`src/rtl/lamp_fpu_sqrt_iter.sv`:
```
// -----------------------------------------------------------------------------
// lamp_fpu_sqrt_iter
//   Parametrised iterative square-root unit. Takes an unpacked operand
//   (sign, biased exponent, mantissa with hidden bit, class flags) and
//   returns sign/exponent/fraction ready for the pack stage.
//
//   Normal operands run a restoring digit-by-digit square root, one root bit
//   per cycle for R = F_DW+2 cycles (hidden + fraction + guard). A final
//   ROUND cycle applies round-to-nearest-even using the guard bit and a
//   sticky bit taken from the final remainder. Special operands are resolved
//   on the accept edge.
//
// Ports
//   clk, rst         clock (rising edge), asynchronous active-low reset
//   doSqrt_i         request, accepted when doSqrt_i & ready_o
//   signum_op_i      operand sign
//   extExp_op_i      biased operand exponent
//   extMant_op_i     operand mantissa, hidden bit at MSB
//   isInf/isZero/isSNAN/isQNAN_op_i   operand class flags
//   ready_o          idle, can accept a request
//   valid_o          one-cycle result strobe
//   s/e/f_res_o      result sign, biased exponent, fraction (held until next)
//   isInexact_o      result was rounded (qualified by valid_o)
//   isInvalid_o      invalid operation (qualified by valid_o)
// -----------------------------------------------------------------------------
module lamp_fpu_sqrt_iter #(
    parameter int E_DW   = 8,
    parameter int F_DW   = 7,
    parameter int E_BIAS = 2**(E_DW-1)-1
) (
    input  logic            clk,
    input  logic            rst,
    input  logic            doSqrt_i,
    input  logic            signum_op_i,
    input  logic [E_DW-1:0] extExp_op_i,
    input  logic [F_DW:0]   extMant_op_i,
    input  logic            isInf_op_i,
    input  logic            isZero_op_i,
    input  logic            isSNAN_op_i,
    input  logic            isQNAN_op_i,
    output logic            ready_o,
    output logic            valid_o,
    output logic            s_res_o,
    output logic [E_DW-1:0] e_res_o,
    output logic [F_DW-1:0] f_res_o,
    output logic            isInexact_o,
    output logic            isInvalid_o
);

    localparam int R     = F_DW + 2;          // root bits: hidden + fraction + guard
    localparam int RAD_W = 2 * R;             // radicand, two bits consumed per cycle
    localparam int REM_W = R + 3;             // partial remainder incl. shifted-in pair
    localparam int CNT_W = $clog2(R + 1);

    localparam logic [CNT_W-1:0] CNT_LAST = CNT_W'(R - 1);
    localparam logic [E_DW:0]    BIAS_W   = (E_DW+1)'(E_BIAS);
    localparam logic [E_DW-1:0]  EXP_ONES = '1;
    localparam logic [F_DW-1:0]  QNAN_F   = {1'b1, {(F_DW-1){1'b0}}};

    typedef enum logic [1:0] {IDLE, ITER, ROUND} state_t;

    state_t            state_q;
    logic [CNT_W-1:0]  cnt_q;
    logic [RAD_W-1:0]  rad_q;
    logic [REM_W-1:0]  rem_q, rem_d;
    logic [R-1:0]      root_q, root_d;
    logic [E_DW-1:0]   exp_q;

    logic              valid_q, s_res_q, inexact_q, invalid_q;
    logic [E_DW-1:0]   e_res_q;
    logic [F_DW-1:0]   f_res_q;

    // ---------------------------------------------------------------------
    // Operand decode (used only on the accept edge)
    // ---------------------------------------------------------------------
    logic signed [E_DW:0] e_unb, e_half;
    logic [E_DW-1:0]      exp_calc;
    logic [RAD_W-1:0]     rad_init;
    logic                 is_special, sp_s, sp_inv;
    logic [E_DW-1:0]      sp_e;
    logic [F_DW-1:0]      sp_f;

    always_comb begin
        e_unb    = $signed({1'b0, extExp_op_i} - BIAS_W);
        // Arithmetic halving keeps negative odd exponents correct: the odd
        // remainder is folded into the radicand below.
        e_half   = e_unb >>> 1;
        exp_calc = E_DW'(BIAS_W + e_half);

        // Radicand has two integer bits; an odd exponent doubles it so the
        // remaining exponent is even.
        if (e_unb[0])
            rad_init = {extMant_op_i, 1'b0, {(RAD_W-F_DW-2){1'b0}}};
        else
            rad_init = {1'b0, extMant_op_i, {(RAD_W-F_DW-2){1'b0}}};

        // Special-case priority: sNaN, qNaN, zero/subnormal, negative, +inf.
        is_special = 1'b1;
        sp_s       = 1'b0;
        sp_e       = EXP_ONES;
        sp_f       = QNAN_F;
        sp_inv     = 1'b0;
        if (isSNAN_op_i) begin
            sp_inv = 1'b1;
        end else if (isQNAN_op_i) begin
            sp_inv = 1'b0;
        end else if (isZero_op_i || (extExp_op_i == '0)) begin
            sp_s = signum_op_i;
            sp_e = '0;
            sp_f = '0;
        end else if (signum_op_i) begin
            sp_inv = 1'b1;
        end else if (isInf_op_i) begin
            sp_f = '0;
        end else begin
            is_special = 1'b0;
        end
    end

    // ---------------------------------------------------------------------
    // One restoring step: bring down the next radicand pair and try to
    // subtract (4*root + 1).
    // ---------------------------------------------------------------------
    logic [REM_W-1:0] rem_sh, trial;

    always_comb begin
        rem_sh = {rem_q[REM_W-3:0], rad_q[RAD_W-1 -: 2]};
        trial  = {1'b0, root_q, 2'b01};
        if (rem_sh >= trial) begin
            rem_d  = rem_sh - trial;
            root_d = {root_q[R-2:0], 1'b1};
        end else begin
            rem_d  = rem_sh;
            root_d = {root_q[R-2:0], 1'b0};
        end
    end

    // ---------------------------------------------------------------------
    // Round to nearest even
    // ---------------------------------------------------------------------
    logic            guard, sticky, rnd_inc, frac_cy, exp_inc;
    logic [F_DW-1:0] frac_rnd;

    always_comb begin
        guard              = root_q[0];
        sticky             = |rem_q;
        rnd_inc            = guard & (sticky | root_q[1]);
        {frac_cy, frac_rnd} = {1'b0, root_q[R-2:1]} + {{F_DW{1'b0}}, rnd_inc};
        // Fraction wrap past 1.11..1 means the mantissa reached 2.0.
        exp_inc            = frac_cy & root_q[R-1];
    end

    // ---------------------------------------------------------------------
    // FSM with registered outputs
    // ---------------------------------------------------------------------
    always_ff @(posedge clk or negedge rst) begin
        if (!rst) begin
            state_q   <= IDLE;
            cnt_q     <= '0;
            rad_q     <= '0;
            rem_q     <= '0;
            root_q    <= '0;
            exp_q     <= '0;
            valid_q   <= 1'b0;
            s_res_q   <= 1'b0;
            e_res_q   <= '0;
            f_res_q   <= '0;
            inexact_q <= 1'b0;
            invalid_q <= 1'b0;
        end else begin
            valid_q <= 1'b0;
            case (state_q)
                IDLE: begin
                    if (doSqrt_i) begin
                        if (is_special) begin
                            valid_q   <= 1'b1;
                            s_res_q   <= sp_s;
                            e_res_q   <= sp_e;
                            f_res_q   <= sp_f;
                            inexact_q <= 1'b0;
                            invalid_q <= sp_inv;
                        end else begin
                            state_q <= ITER;
                            cnt_q   <= '0;
                            rad_q   <= rad_init;
                            rem_q   <= '0;
                            root_q  <= '0;
                            exp_q   <= exp_calc;
                        end
                    end
                end
                ITER: begin
                    rad_q  <= rad_q << 2;
                    rem_q  <= rem_d;
                    root_q <= root_d;
                    cnt_q  <= cnt_q + 1'b1;
                    if (cnt_q == CNT_LAST) begin
                        state_q <= ROUND;
                        cnt_q   <= '0;
                    end
                end
                ROUND: begin
                    state_q   <= IDLE;
                    valid_q   <= 1'b1;
                    s_res_q   <= 1'b0;
                    e_res_q   <= exp_q + {{(E_DW-1){1'b0}}, exp_inc};
                    f_res_q   <= frac_rnd;
                    inexact_q <= guard | sticky;
                    invalid_q <= 1'b0;
                end
                default: state_q <= IDLE;
            endcase
        end
    end

    assign ready_o     = (state_q == IDLE);
    assign valid_o     = valid_q;
    assign s_res_o     = s_res_q;
    assign e_res_o     = e_res_q;
    assign f_res_o     = f_res_q;
    assign isInexact_o = inexact_q;
    assign isInvalid_o = invalid_q;

endmodule

```
`config.mk`:
```
export PLATFORM = sky130hd
export DESIGN_NAME = lamp_fpu_sqrt_iter
export DESIGN_NICKNAME = d
export VERILOG_FILES = /design/src/rtl/lamp_fpu_sqrt_iter.sv
export SDC_FILE = /design/constraint.sdc
export NUM_CORES = 1
export LEC_CHECK = 0
export ABC_AREA = 0
export CORE_MARGIN = 2
export CORE_UTILIZATION = 55
export CTS_CLUSTER_DIAMETER = 80
export DETAILED_ROUTE_END_ITERATION = 6
export GPL_TIMING_DRIVEN = 0
export PLACE_DENSITY = 0.89
export REMOVE_ABC_BUFFERS = 1
export SYNTH_ARGS = -nofsm -noshare
export SYNTH_HDL_FRONTEND = slang
export SYNTH_SLANG_ARGS = --single-unit
```
`constraint.sdc`:
```
create_clock -name clk -period 6 [get_ports clk]
set_input_delay 1.8 -clock clk [delete_from_list [all_inputs] [get_ports clk]]
set_output_delay 1.8 -clock clk [all_outputs]
set_load 0.005 [all_outputs]
```
==> impl_metrics.py <==
metrics = {
    "global_route": {
        "grt_overflow": 0,
        "grt_pass1_vias": 3130,
        "grt_use_total": 0.247,
        "grt_max_degree": 35,
        "grt_pass1_wl_um": 14700,
        "antenna_found_initial": 0,
    },
    "detailed_routing": {
        "drt_wl_total_um": 8940,
        "drt_first_pass_iters": 5,
        "routed_via_density": 6.02,
        "vias": 3348,
        "drt_iter0_drc": 181,
        "routedWlPerCell_um": 16.1,
        "drc": 0,
        "ant_nets": 0,
    },
    "synthesis": {
        "synth.cell_area_mm2": 0.00383,
        "avgSynthCellArea_um2": 8.81,
        "ys_dominant_reg_cell": "dfrtp_1",
        "netlist_instances": 435,
        "yosysSeqAreaShare": 0.411,
        "synthDistinctLibCells": 48,
        "synth_edf_count": 0,
        "synth_warnings": 0,
        "ys_seq_elements": 63,
        "synthArstFlopShare": 1.00,
    },
    "clock_network": {
        "clk_path_buf_depth": 2,
        "postCtsSetupRepairBufs": 0,
        "postCtsHoldBufs": 0,
        "cts_inserted_buffers": 9,
        "clkTransAtPathRegs_ns": 0.07,
        "cts.sinks": 63,
        "cts_resized": 0,
        "cts_tree": "yes",
        "htreeDepth": 3,
        "insertion_delay_ns": 0.35,
        "root_buffer": "clkbuf_8",
    },
    "finish": {
        "area_delta_synth_final_pct": 17.4,
        "n_antenna_cell": 0,
        "final_util": 0.666,
        "design_area_mm2": 0.00450,
        "nNetsFinal": 514,
        "drive_gt1_frac": 0.0504,
    },
    "setup_path": {
        "r2r_slack_ns": 3.38,
        "cp_slowest_cell": "nor3_2",
        "r2r-start": "root_q[3]",
        "reg2reg_depth": 8,
        "crit_path_max_incr_delay_ns": 0.93,
        "cp.arrival_ns": 4.88,
        "cp_data_required_time_ns": 6.19,
        "crit_path_start_kind": "primary input",
        "worst_r2r_endpoint": "rem_q[11]",
        "crit_type": "primary input to flip-flop",
        "path_max_fanout": 22,
        "worstSetupEndpointType": "flip-flop",
        "crit_chain": "clkdlybuf4s50_1 -> nor4_1 -> a311oi_4 -> nor3_2 -> nand2_1 -> o211ai_1 -> o21ai_0",
    },
    "place": {
        "placed_area_mm2": 0.00430,
        "place_ws_ns": 0.950,
        "gp_congestion": 0.937,
        "hpwl_um": 6400,
        "io_buffers": 43,
    },
    "timing": {
        "finalHoldViolCount": 0,
        "clock.fmax_mhz": 213,
        "finalSetupTns_ns": 0,
        "final_max_slew_viol_count": 0,
        "grt_setup_unrepaired": "false",
        "finalSetupViolCount": 0,
        "setup_slack_ns": 1.31,
        "finClkSkew_ns": 0.0103,
        "period_needed_ns": 4.69,
        "maxSlewHeadroom": 0.199,
        "min_period_over_period": 0.782,
        "worstMarginPinSlew_ns": 1.20,
    },
    "floorplan": {
        "core_mm2": 0.00676,
        "ioPinCount": 44,
        "rows": 30,
        "die_w_um": 87.5,
        "die_h_um": 87.5,
        "dieArea_mm2": 0.00765,
        "initial_core_util": 0.567,
    },
    "hold_path": {
        "hp-start": "rad_q[11]",
        "hp-class": "flip-flop to flip-flop",
        "min_to": "rad_q[13]",
        "min_path_cells": 2,
    },
    "power": {
        "p_leak_nw": 1.92,
        "peakVddDrop_v": 0.000202,
        "p_per_area_mw_per_mm2": 473,
    },
    "flow_run": {
        "max-cap-violations": 0,
    },
    "status": {
        "outcome": "complete, no violations",
    },
}
[cell usage after synthesis (all sizes together) (2+ instances only)]
cell type,instances,area (µm²)
o21a,3,22.5
a21o,2,15.0
buf,3,13.8
nand2,52,195
mux2i,13,130
a21oi,23,115
nand2b,5,31.3
o22ai,5,31.3
dfrtp,63,1580
nand3,29,145
and3,8,50.1
a22oi,4,30.0
a211oi,4,30.0
o2bb2ai,2,17.5
ha,19,238
nor4,6,37.5
nor3,11,60.1
a31oi,5,31.3
o31ai,3,22.5
o211ai,7,52.6
nor2,23,88.8
xor2,9,78.8
xnor2,22,193
clkbuf,16,60.1
o21bai,3,22.5
nor2b,4,25.0
o21ai,54,270
nor3b,2,26.3
inv,21,78.8
[kinds of logic (layout without fill, tap and decap cells)]
| kind of cell | after synthesis | in the layout | synth area share |
|---|---|---|---|
| XOR/XNOR | 31 | 31 | 0.0709 |
| multiplexers | 14 | 14 | 0.0369 |
| buffers and inverters | 40 | 81 | 0.0398 |
| flip-flops | 63 | 63 | 0.411 |
| adder cells (fa/ha/maj) | 19 | 19 | 0.0621 |
| AND/OR/NAND/NOR | 144 | 144 | 0.180 |
| AO/OA/AOI/OAI | 124 | 124 | 0.199 |
[worst max-delay path by stage]
stage,from,slack [ns],endpoint
2_1_floorplan,extExp_op_i[7],2.17,e_res_o[2]
3_3_place_gp,extExp_op_i[5],1.01,e_res_o[7]
3_5_place_dp,extExp_op_i[5],0.95,e_res_o[6]
4_1_cts,extExp_op_i[5],1.36,e_res_o[6]
5_1_grt,extExp_op_i[5],1.08,e_res_o[3]
6_report,extExp_op_i[5],1.31,e_res_o[7]
[worst max-delay path: cells and delay by family]
kind | cells | cell delay (ns)
AO/OA/AOI/OAI | 3 | 0.55
buffers and inverters | 1 | 0.54
AND/OR/NAND/NOR | 3 | 1.98
[placed cells by master, fill, tap and decap left out, types with 2 or more instances in the layout]
cell type        instances
dfrtp_1                 63
nand2_1                 52
o21ai_0                 50
clkdlybuf4s50_1         42
nand3_1                 29
a21oi_1                 23
xnor2_1                 22
nor2_1                  22
inv_1                   21
ha_1                    19
mux2i_1                 13
nor3_1                  10
clkbuf_8                10
xor2_1                   9
and3_1                   8
o211ai_1                 7
nor4_1                   6
nand2b_1                 5
a31oi_1                  5
o22ai_1                  5
o21ai_1                  4
a211oi_1                 4
a22oi_1                  4
nor2b_1                  3
o31ai_1                  3
o21a_1                   3
o21bai_1                 3
clkbuf_1                 3
a21o_1                   2
o2bb2ai_1                2
[metrics by stage]
stage	hold WS, ns	cells	power, mW
finish	0.484	556	2.13
global route	0.527	556	2.29
CTS	0.486	556	2.11
detailed placement	0.469	540	1.74
global placement	0.460	539	1.69
floorplan	0.450	416	1.43
[routing by layer]
metal / vias up / GRT usage / share of wire
met5: - / 0 / 0
li1: 1620 / - / -
met2: 128 / 0.409 / 0.49
met4: 0 / 0.0755 / 0.024
met3: 27 / 0.0635 / 0.063
met1: 1573 / 0.317 / 0.42
[layout make-up]
type	count	area, µm²
well taps	80	100
flip-flops and latches	63	1580
repair buffers	44	445
multi-input cells	332	2100
clock inverters	3	42.5
fillers	547	2260
clock buffers	13	149
inverters	21	78.8
[sequential cells by signal (all words and copies together), names as in the netlist]
register and cells:
root_q 9, f_res_o 7, s_res_o 1, isInvalid_o 1, cnt_q 4, e_res_o 8
state_q 2, rad_q 9, rem_q 12, valid_o 1, exp_q 8, isInexact_o 1
[power by group]
part / switching (mW) / internal (mW) / leakage, nW
combinational: 0.592 / 0.477 / 1.03
sequential: 0.130 / 0.561 / 0.794
clock: 0.165 / 0.203 / 0.0936
No activity file was read; power rests on OpenSTA's default activity.
